===== config.mk =====
export PLATFORM = sky130hd
export DESIGN_NAME = filter_chain_flat
export DESIGN_NICKNAME = d
export VERILOG_FILES = /design/src/rtl/filter_pkg.sv /design/src/rtl/filter_chain_if.sv /design/src/rtl/filter_stage.sv /design/src/rtl/filter_chain.sv /design/src/flat_wrapper.sv
export SDC_FILE = /design/constraint.sdc
export NUM_CORES = 1
export LEC_CHECK = 0
export CAP_MARGIN = 20
export CORE_MARGIN = 4
export CORE_UTILIZATION = 45
export CTS_CLUSTER_DIAMETER = 200
export DETAILED_ROUTE_END_ITERATION = 16
export MAX_ROUTING_LAYER = met4
export PLACE_DENSITY = 0.76
export SLEW_MARGIN = 30
export SYNTH_ARGS = -nofsm -noshare
export SYNTH_HDL_FRONTEND = slang
export SYNTH_SLANG_ARGS = --single-unit

===== constraint.sdc =====
create_clock -name clk -period 1.5 [get_ports clk]
set_clock_uncertainty 0.1 [all_clocks]
set_input_delay 0.45 -clock clk [delete_from_list [all_inputs] [get_ports clk]]
set_output_delay 0.45 -clock clk [all_outputs]
set_load 0.03 [all_outputs]

===== src/rtl/filter_pkg.sv =====
// Shared definitions for the filter chain: parity-word type, stage function
// and count-width helper.
package filter_pkg;

    localparam int unsigned MAX_WIDTH = 64;

    // Data word plus its parity/carry bit, sized for the widest supported chain.
    typedef struct packed {
        logic [MAX_WIDTH-1:0] data;
        logic                 parity;
    } pword_t;

    // Rotate-left through parity over the low `width` bits; upper bits are zeroed.
    function automatic pword_t filter_rotate(input pword_t w, input int unsigned width);
        pword_t               r;
        logic [MAX_WIDTH-1:0] mask;
        logic [MAX_WIDTH-1:0] msb;
        mask     = (width >= MAX_WIDTH) ? '1 : ((MAX_WIDTH'(1) << width) - MAX_WIDTH'(1));
        msb      = MAX_WIDTH'(1) << (width - 1);
        r.data   = ((w.data << 1) | MAX_WIDTH'(w.parity)) & mask;
        r.parity = |(w.data & msb);
        return r;
    endfunction

    // Width of the occupancy count: holds 0 .. stages+1.
    function automatic int unsigned count_width(input int unsigned stages);
        return $clog2(stages + 2);
    endfunction

endpackage


===== src/rtl/filter_chain_if.sv =====
// Valid/ready stream carrying a data word and a parity/carry bit.
interface filter_chain_if #(
    parameter int unsigned WIDTH = 16
);
    logic [WIDTH-1:0] data;
    logic             parity;
    logic             valid;
    logic             ready;

    modport master (output data, output parity, output valid, input ready);
    modport slave  (input data, input parity, input valid, output ready);
endinterface


===== src/rtl/filter_stage.sv =====
// One registered rotate-through-parity stage with its own valid bit.
module filter_stage
    import filter_pkg::*;
#(
    parameter int unsigned WIDTH = 16
) (
    input  logic             clk,
    input  logic             reset,
    input  logic             src_valid,
    input  logic [WIDTH-1:0] src_data,
    input  logic             src_parity,
    input  logic             dn_rdy,
    output logic             valid,
    output logic [WIDTH-1:0] data,
    output logic             parity
);
    logic   rdy;
    pword_t src_w;
    pword_t nxt;

    // Load enable: an empty stage always loads, a full one only when downstream moves.
    always_comb rdy = !valid | dn_rdy;

    // Stage function on the incoming word.
    always_comb begin
        src_w.data   = MAX_WIDTH'(src_data);
        src_w.parity = src_parity;
        nxt          = filter_rotate(src_w, WIDTH);
    end

    if (WIDTH < MAX_WIDTH) begin : g_hi
        logic unused_hi;
        assign unused_hi = |nxt.data[MAX_WIDTH-1:WIDTH];
    end

    // Valid follows the source on every load; payload only captures valid words.
    always_ff @(posedge clk or posedge reset) begin
        if (reset) begin
            valid  <= 1'b0;
            data   <= '0;
            parity <= 1'b0;
        end else if (rdy) begin
            valid <= src_valid;
            if (src_valid) begin
                data   <= nxt.data[WIDTH-1:0];
                parity <= nxt.parity;
            end
        end
    end

endmodule


===== src/rtl/filter_chain.sv =====
// STAGES-deep rotate-through-parity pipeline with valid/ready backpressure
// and an occupancy count. Define FILTER_CHAIN_SKID_EN to add a one-entry
// input skid register that decouples io_x.ready from io_y.ready.
module filter_chain
    import filter_pkg::*;
#(
    parameter int unsigned WIDTH  = 16,
    parameter int unsigned STAGES = 2
) (
    input  logic                             clk,
    input  logic                             reset,
    filter_chain_if.slave                    io_x,
    filter_chain_if.master                   io_y,
    output logic [count_width(STAGES)-1:0]   io_count
);
    localparam int unsigned CW = count_width(STAGES);

    logic [STAGES-1:0] v;
    logic [STAGES-1:0] p;
    logic [WIDTH-1:0]  d [STAGES];
    logic              rdy0;
    logic              s0_valid;
    logic [WIDTH-1:0]  s0_data;
    logic              s0_parity;
    logic              skid_cnt;

    // Stage 0 can load unless every stage is full and the consumer stalls.
    always_comb rdy0 = io_y.ready | ~(&v);

    for (genvar k = 0; k < STAGES; k++) begin : g_stage
        logic             src_v;
        logic [WIDTH-1:0] src_d;
        logic             src_p;
        logic             dn;

        if (k == 0) begin : g_head
            assign src_v = s0_valid;
            assign src_d = s0_data;
            assign src_p = s0_parity;
        end else begin : g_body
            assign src_v = v[k-1];
            assign src_d = d[k-1];
            assign src_p = p[k-1];
        end

        // rdy_{k+1} unrolled from the valid bits, so no combinational chain through stages.
        if (k == STAGES - 1) begin : g_tail
            assign dn = io_y.ready;
        end else begin : g_mid
            assign dn = io_y.ready | ~(&v[STAGES-1:k+1]);
        end

        filter_stage #(.WIDTH(WIDTH)) u_stage (
            .clk        (clk),
            .reset      (reset),
            .src_valid  (src_v),
            .src_data   (src_d),
            .src_parity (src_p),
            .dn_rdy     (dn),
            .valid      (v[k]),
            .data       (d[k]),
            .parity     (p[k])
        );
    end

`ifdef FILTER_CHAIN_SKID_EN
    logic             skid_valid;
    logic [WIDTH-1:0] skid_data;
    logic             skid_parity;

    // Ready is the registered skid state; a held skid word feeds stage 0 first.
    always_comb begin
        io_x.ready = !skid_valid;
        s0_valid   = skid_valid | io_x.valid;
        s0_data    = skid_valid ? skid_data   : io_x.data;
        s0_parity  = skid_valid ? skid_parity : io_x.parity;
        skid_cnt   = skid_valid;
    end

    // Capture an accepted word that stage 0 cannot take; release it when stage 0 loads.
    always_ff @(posedge clk or posedge reset) begin
        if (reset) begin
            skid_valid  <= 1'b0;
            skid_data   <= '0;
            skid_parity <= 1'b0;
        end else if (skid_valid) begin
            if (rdy0) begin
                skid_valid <= 1'b0;
            end
        end else if (io_x.valid && !rdy0) begin
            skid_valid  <= 1'b1;
            skid_data   <= io_x.data;
            skid_parity <= io_x.parity;
        end
    end
`else
    // Input feeds stage 0 directly; ready is the stage-0 load enable.
    always_comb begin
        io_x.ready = rdy0;
        s0_valid   = io_x.valid;
        s0_data    = io_x.data;
        s0_parity  = io_x.parity;
        skid_cnt   = 1'b0;
    end
`endif

    // Last stage drives the output stream.
    always_comb begin
        io_y.valid  = v[STAGES-1];
        io_y.data   = d[STAGES-1];
        io_y.parity = p[STAGES-1];
    end

    // Occupancy: valid stages plus the skid entry.
    always_comb begin
        io_count = CW'(skid_cnt);
        for (int unsigned i = 0; i < STAGES; i++) begin
            io_count = io_count + CW'(v[i]);
        end
    end

endmodule


===== src/flat_wrapper.sv =====
// flat-port wrapper written by rule: the top's interface ports become plain ports
module filter_chain_flat import filter_pkg::*;
#(
    parameter int unsigned WIDTH  = 16,
    parameter int unsigned STAGES = 2
)
  (clk, reset, io_count, io_x_data, io_x_parity, io_x_valid, io_x_ready, io_y_data, io_y_parity, io_y_valid, io_y_ready);
  filter_chain_if #(.WIDTH(WIDTH)) io_x_i ();
  filter_chain_if #(.WIDTH(WIDTH)) io_y_i ();
  input  logic clk;
  input  logic reset;
  output logic [count_width(STAGES)-1:0] io_count;
  input wire logic [$bits(io_x_i.data)-1:0] io_x_data;
  input wire logic [$bits(io_x_i.parity)-1:0] io_x_parity;
  input wire logic [$bits(io_x_i.valid)-1:0] io_x_valid;
  output wire logic [$bits(io_x_i.ready)-1:0] io_x_ready;
  output wire logic [$bits(io_y_i.data)-1:0] io_y_data;
  output wire logic [$bits(io_y_i.parity)-1:0] io_y_parity;
  output wire logic [$bits(io_y_i.valid)-1:0] io_y_valid;
  input wire logic [$bits(io_y_i.ready)-1:0] io_y_ready;
  assign io_x_i.data = io_x_data;
  assign io_x_i.parity = io_x_parity;
  assign io_x_i.valid = io_x_valid;
  assign io_x_ready = io_x_i.ready;
  assign io_y_data = io_y_i.data;
  assign io_y_parity = io_y_i.parity;
  assign io_y_valid = io_y_i.valid;
  assign io_y_i.ready = io_y_ready;
  filter_chain #(.WIDTH(WIDTH), .STAGES(STAGES)) u_core (.clk(clk), .reset(reset), .io_x(io_x_i), .io_y(io_y_i), .io_count(io_count));
endmodule

Word-level counts from Yosys, hierarchy flattened
Cells that the tools add are included.

Bitwise logic cells: 8. Mux-type cells: 0. $mul: 0. Equal/unequal tests: 0. Divide/modulo/power cells: 0. Shift-type cells: 0. Reductions and logical operators: 5. Add/subtract/negate cells: 1. Order comparisons: 0.

Operators by type and width (count): 16-bit by 1-bit OR with 16-bit output (2); 2-bit AND reduction (3); 1-bit OR (4); 1-bit by 1-bit adder with 2-bit output (1); 1-bit zero test (2); 1-bit inverter (2).

Bits in latches: 0. Memory bits (read-only): 0. Input bits: 21. Output and inout bits: 21. Memories kept: 0. Bits in registers: 36. Bits in writable memories: 0.

Logic depth before layout (Yosys ltp)
Depth in word-level cells: 4. Mapped depth: 4. Depth with buffers taken out: 3.

Cells and area by module
Synthesis repeated with hierarchy kept, for this count alone.

Cells, all modules: 83. Area, all modules: 1496.4 sq um.

Modules (own cells, without submodules): filter_stage (area each 735.7 sq um, times used 2, sequential area each 450.4 sq um, cells an instance 40); filter_chain (area each 25.0 sq um, times used 1, sequential area each 0.0 sq um, cells an instance 3).

Least setup slack after synthesis
Ideal clock, no wire load.

Kind: reg-to-output. Start: register u_core.g_stage[1].u_stage.valid. End: output io_x_ready. Arrival time: 1.230 ns. Slack: -0.280 ns. Stages on the path, launching flop included: 3. Data required time: 0.950 ns. Cells stage by stage: dfrtp_1 -> ha_1 -> nand2b_1.

Longest elaborated chain between the ends: 3.

Ends and longest elaborated chain: start, declared (line filter_stage.sv:13) `output logic valid,`; start signal, assigned (line filter_stage.sv:43) `valid <= src_valid;`; 2-bit AND reduction (line filter_chain.sv:28) `always_comb rdy0 = io_y.ready | ~(&v);`; 1-bit inverter (line filter_chain.sv:28); 1-bit OR (line filter_chain.sv:28); end, declared (line flat_wrapper.sv:16) `output wire logic [$bits(io_x_i.ready)-1:0] io_x_ready;`.

No other way between the ends.

Final worst setup path
Start: register u_core.g_stage[0].u_stage.valid. End: output io_count[0].

Longest elaborated chain between the ends: 1.

Ends and longest elaborated chain: start, declared (line filter_stage.sv:13); start signal, assigned (line filter_stage.sv:43); 1-bit by 1-bit adder with 2-bit output (line filter_chain.sv:118) `io_count = io_count + CW'(v[i]);`; end, declared (line flat_wrapper.sv:12) `output logic [count_width(STAGES)-1:0] io_count;`.

No other way between the ends.

==> report_table.html <==
<table>
<tr><th>Metric</th><th>Value</th></tr>
<tr><th colspan="2">Run status</th></tr>
<tr><td>Outcome</td><td>finished with violations</td></tr>
<tr><td>Failing checks</td><td>negative setup slack</td></tr>
<tr><th colspan="2">Critical path</th></tr>
<tr><td>Critical path's top delay family</td><td>flip-flops</td></tr>
<tr><td>Setup Crit Path Kind</td><td>reg -&gt; out</td></tr>
<tr><td>Worst path buffer plus inverter count</td><td>1</td></tr>
<tr><td>Ordered cell list for the critical path</td><td>ha_4 -&gt; buf_6</td></tr>
<tr><td>Largest stage delay, worst path</td><td>0.43 ns</td></tr>
<tr><td>Crit path arrival time</td><td>1.16 ns</td></tr>
<tr><td>Crit Path Max Fanout</td><td>2</td></tr>
<tr><td>CP Capture Type</td><td>primary output</td></tr>
<tr><td>Worst Setup Start Kind</td><td>flip-flop</td></tr>
<tr><td>Data required time at the worst endpoint</td><td>0.95 ns</td></tr>
<tr><td>Cell type of the slowest stage on the worst timing path</td><td>sky130_fd_sc_hd__dfrtp_1</td></tr>
<tr><th colspan="2">Route</th></tr>
<tr><td>Final antenna-violating net count</td><td>0</td></tr>
<tr><td>Number of design-rule violations left by the first detailed-router iteration</td><td>11</td></tr>
<tr><td>DRC errors left</td><td>0</td></tr>
<tr><td>Detailed-route via count</td><td>886</td></tr>
<tr><td>Average vias per placed instance</td><td>4.66</td></tr>
<tr><td>Initial DRT Pass Iterations</td><td>2</td></tr>
<tr><td>Wire length per cell after detailed routing</td><td>15.2 um</td></tr>
<tr><td>WL final</td><td>2.90 mm</td></tr>
<tr><th colspan="2">STA</th></tr>
<tr><td>Final period utilization</td><td>1.14</td></tr>
<tr><td>Worst-case headroom to the max-slew limit</td><td>0.756</td></tr>
<tr><td>Final min period</td><td>1.71 ns</td></tr>
<tr><td>Upper clock frequency limit</td><td>583 MHz</td></tr>
<tr><td>RSZ-0062 raised after global routing</td><td>true</td></tr>
<tr><td>Final Max Slew Viols</td><td>0</td></tr>
<tr><td>Pin slew with the least headroom to its limit</td><td>0.365 ns</td></tr>
<tr><td>Worst hold slack</td><td>0.350 ns</td></tr>
<tr><td>Endpoints failing hold</td><td>0</td></tr>
<tr><td>Final-report setup violation count</td><td>4</td></tr>
<tr><td>Final setup slack of the worst path</td><td>-0.214 ns</td></tr>
<tr><th colspan="2">Clocking</th></tr>
<tr><td>Cell chosen for the clock root</td><td>sky130_fd_sc_hd__clkbuf_4</td></tr>
<tr><td>CTS tree</td><td>done</td></tr>
<tr><td>Worst-Skew Late Latency</td><td>0.34 ns</td></tr>
<tr><td>CTS HTree Levels</td><td>2</td></tr>
<tr><td># clock sinks</td><td>36</td></tr>
<tr><td>CTS Buffer Depth</td><td>2</td></tr>
<tr><td>Clk pin slew, worst setup/hold paths</td><td>0.11 ns</td></tr>
<tr><td>Number of clock buffers inserted by TritonCTS</td><td>5</td></tr>
<tr><th colspan="2">Layout</th></tr>
<tr><td>Fin cells</td><td>190</td></tr>
<tr><td>Post-route design area</td><td>2280 um^2</td></tr>
<tr><td>Growth of design area from synthesis to finish</td><td>54.5%</td></tr>
<tr><td>Share of final-layout standard cells stronger than drive strength 1</td><td>0.603</td></tr>
<tr><td>Number of diodes</td><td>0</td></tr>
<tr><td>Final #Nets</td><td>167</td></tr>
<tr><th colspan="2">Placement</th></tr>
<tr><td>Final weighted congestion of routability-driven global placement</td><td>0.762</td></tr>
<tr><td>Placed wire-length estimate after detailed placement</td><td>1.84 mm</td></tr>
<tr><td>Number of port buffers</td><td>41</td></tr>
<tr><td>Total placed cells including tap cells</td><td>169</td></tr>
<tr><td>Placed cell area</td><td>1950 um^2</td></tr>
<tr><th colspan="2">Floorplan</th></tr>
<tr><td>Core region area</td><td>3100 um^2</td></tr>
<tr><td>Die Height</td><td>65.2 um</td></tr>
<tr><td>Overall die width</td><td>65.2 um</td></tr>
<tr><td>Number of rows created at floorplan</td><td>20</td></tr>
<tr><td>Area enclosed by the die boundary</td><td>4250 um^2</td></tr>
<tr><td>Starting density of the core</td><td>0.475</td></tr>
<tr><td>Ports placed on the boundary</td><td>42</td></tr>
<tr><th colspan="2">Yosys</th></tr>
<tr><td>Area leader, netlist</td><td>sky130_fd_sc_hd__dfrtp_1</td></tr>
<tr><td>EDFF count, synth</td><td>0</td></tr>
<tr><td>Top cells by area in the synthesized netlist</td><td>sky130_fd_sc_hd__dfrtp_1 61%, sky130_fd_sc_hd__mux2_4 20%, sky130_fd_sc_hd__mux2_2 11%, sky130_fd_sc_hd__nand2_4 1.5%, sky130_fd_sc_hd__buf_12 1.4%</td></tr>
<tr><td>Gate count of the mapped netlist</td><td>81</td></tr>
<tr><td>Mapped Nets</td><td>103</td></tr>
<tr><td>Register area share after synthesis</td><td>0.612</td></tr>
<tr><td>Post-synthesis instance area</td><td>1470 um^2</td></tr>
<tr><td>Average cell area after synthesis</td><td>18.2 um^2</td></tr>
<tr><td>Prevailing post-synth register cell</td><td>sky130_fd_sc_hd__dfrtp_1</td></tr>
<tr><td>Yosys synthesis warning count</td><td>0</td></tr>
<tr><td>Number of distinct library cells after synthesis</td><td>12</td></tr>
<tr><td>Top-area cell type share of the netlist area</td><td>0.612</td></tr>
<tr><td>Post-synthesis async set-or-reset flop share</td><td>1.00</td></tr>
<tr><td>Register bit count reported by yosys</td><td>36</td></tr>
<tr><td>Most common cell in the netlist</td><td>sky130_fd_sc_hd__dfrtp_1</td></tr>
<tr><td>Most instantiated cells after synthesis</td><td>36 x sky130_fd_sc_hd__dfrtp_1, 20 x sky130_fd_sc_hd__mux2_4, 14 x sky130_fd_sc_hd__mux2_2</td></tr>
<tr><th colspan="2">Job</th></tr>
<tr><td>Count of maximum capacitance violations</td><td>0</td></tr>
<tr><th colspan="2">GRT</th></tr>
<tr><td>Pin count of the biggest net entering global routing</td><td>37</td></tr>
<tr><td>Total global routing overflow</td><td>0</td></tr>
<tr><td>All-Layer GR Usage</td><td>0.152</td></tr>
<tr><td>Via count of the first global-routing pass</td><td>947</td></tr>
<tr><td>Antenna violations before repair</td><td>0</td></tr>
<tr><td>Wire length of the first global-routing pass</td><td>4.56 mm</td></tr>
<tr><th colspan="2">Power</th></tr>
<tr><td>Leakage power figure</td><td>1.08 nW</td></tr>
<tr><td>Total power consumption of the routed design</td><td>3.44 mW</td></tr>
<tr><td>Power per unit of standard cell area</td><td>1510 nW/um^2</td></tr>
<tr><td>Worst supply voltage drop on vdd</td><td>834 uV</td></tr>
<tr><th colspan="2">Hold path</th></tr>
<tr><td>Class of the most critical hold timing path</td><td>in -&gt; async</td></tr>
</table>
==> sequential cells by signal (all words and copies together) (netlist names) <==
name,cells
u_core.g_stage.u_stage.parity,2
u_core.g_stage.u_stage.valid,2
u_core.g_stage.u_stage.data,32
==> worst min-delay path, cell delays in order <==
cell and delay (ns):
sky130_fd_sc_hd__clkdlybuf4s50_1 0.40, sky130_fd_sc_hd__inv_1 0.10, sky130_fd_sc_hd__buf_12 0.22
==> power by group <==
part           internal [mW]  switching, mW  total (mW)
Combinational          0.645          0.496        1.14
Sequential              1.16          0.127        1.29
Clock                  0.687          0.322        1.01
Total                   2.49          0.945        3.44
==> cell type report <==
| class | instances | area, um^2 |
|---|---|---|
| clock buffer | 5 | 37.5 |
| sequential | 36 | 902 |
| timing repair buffer | 58 | 597 |
| clock inverter | 3 | 90.1 |
| tap | 44 | 55.1 |
| inverter | 1 | 3.75 |
| multi-input combinational | 43 | 591 |
| fill | 204 | 827 |
==> metal layers <==
layer	vias up	track usage	part of all wire
met5	-	-	0
met4	0	0.0777	0.024
met3	8	0.0530	0.039
met2	23	0.239	0.51
met1	443	0.171	0.42
li1	412	-	-
==> layout by cell type (no fill, tap or decap), types with 2 or more instances in the layout <==
cell                              netlist  final
sky130_fd_sc_hd__buf_12                 1      4
sky130_fd_sc_hd__buf_4                  0     18
sky130_fd_sc_hd__buf_6                  0     16
sky130_fd_sc_hd__bufinv_16              0      3
sky130_fd_sc_hd__clkbuf_4               0      5
sky130_fd_sc_hd__clkdlybuf4s50_1        0     18
sky130_fd_sc_hd__dfrtp_1               36     35
sky130_fd_sc_hd__mux2_2                14     14
sky130_fd_sc_hd__mux2_4                20     20
sky130_fd_sc_hd__nand2_8                0      2
==> path summary, 6_finish.rpt <==
path | from | to | slack (ns) | cells after the start
setup / recovery | u_core.g_stage[0].u_stage.valid | io_count[0] | -0.21 | 2
hold / removal | reset | u_core.g_stage[1].u_stage.data[11] | 0.35 | 3
setup reg to reg | u_core.g_stage[0].u_stage.valid | u_core.g_stage[1].u_stage.data[7] | 0.03 | 5
hold reg to reg | u_core.g_stage[0].u_stage.data[15] | u_core.g_stage[0].u_stage.data[15] | 0.41 | 1
max in group asynchronous | reset | u_core.g_stage[1].u_stage.valid | 0.76 | 3
min in group clk | u_core.g_stage[0].u_stage.data[15] | u_core.g_stage[0].u_stage.data[15] | 0.41 | 1
==> timing repair <==
item                                    4_1_cts  5_1_grt
setup buffers                                 2       10
hold buffers                                  0        0
endpoints found under the setup margin       35       32
pin swaps                                     0        1
resized for setup                             6       16
cloned                                        0        1
==> stage by stage <==
step	utilization	setup slack [ns]	TNS [ns]
finish	0.733	-0.214	-0.682
global placement	0.630	-0.465	-13.99
CTS	0.683	-0.229	-0.713
detailed placement	0.630	-0.522	-15.39
floorplan	-	0.0412	0
global route	0.733	-0.285	-1.10
==> cell families (layout without fill, tap and decap cells) <==
group | after synthesis | in the layout | synth area share
buffers and inverters | 3 | 67 | 0.0263
AND/OR/NAND/NOR | 7 | 8 | 0.0425
adder cells (fa/ha/maj) | 1 | 1 | 0.00849
flip-flops | 36 | 36 | 0.612
multiplexers | 34 | 34 | 0.311
(Power assumes the default switching activity.)
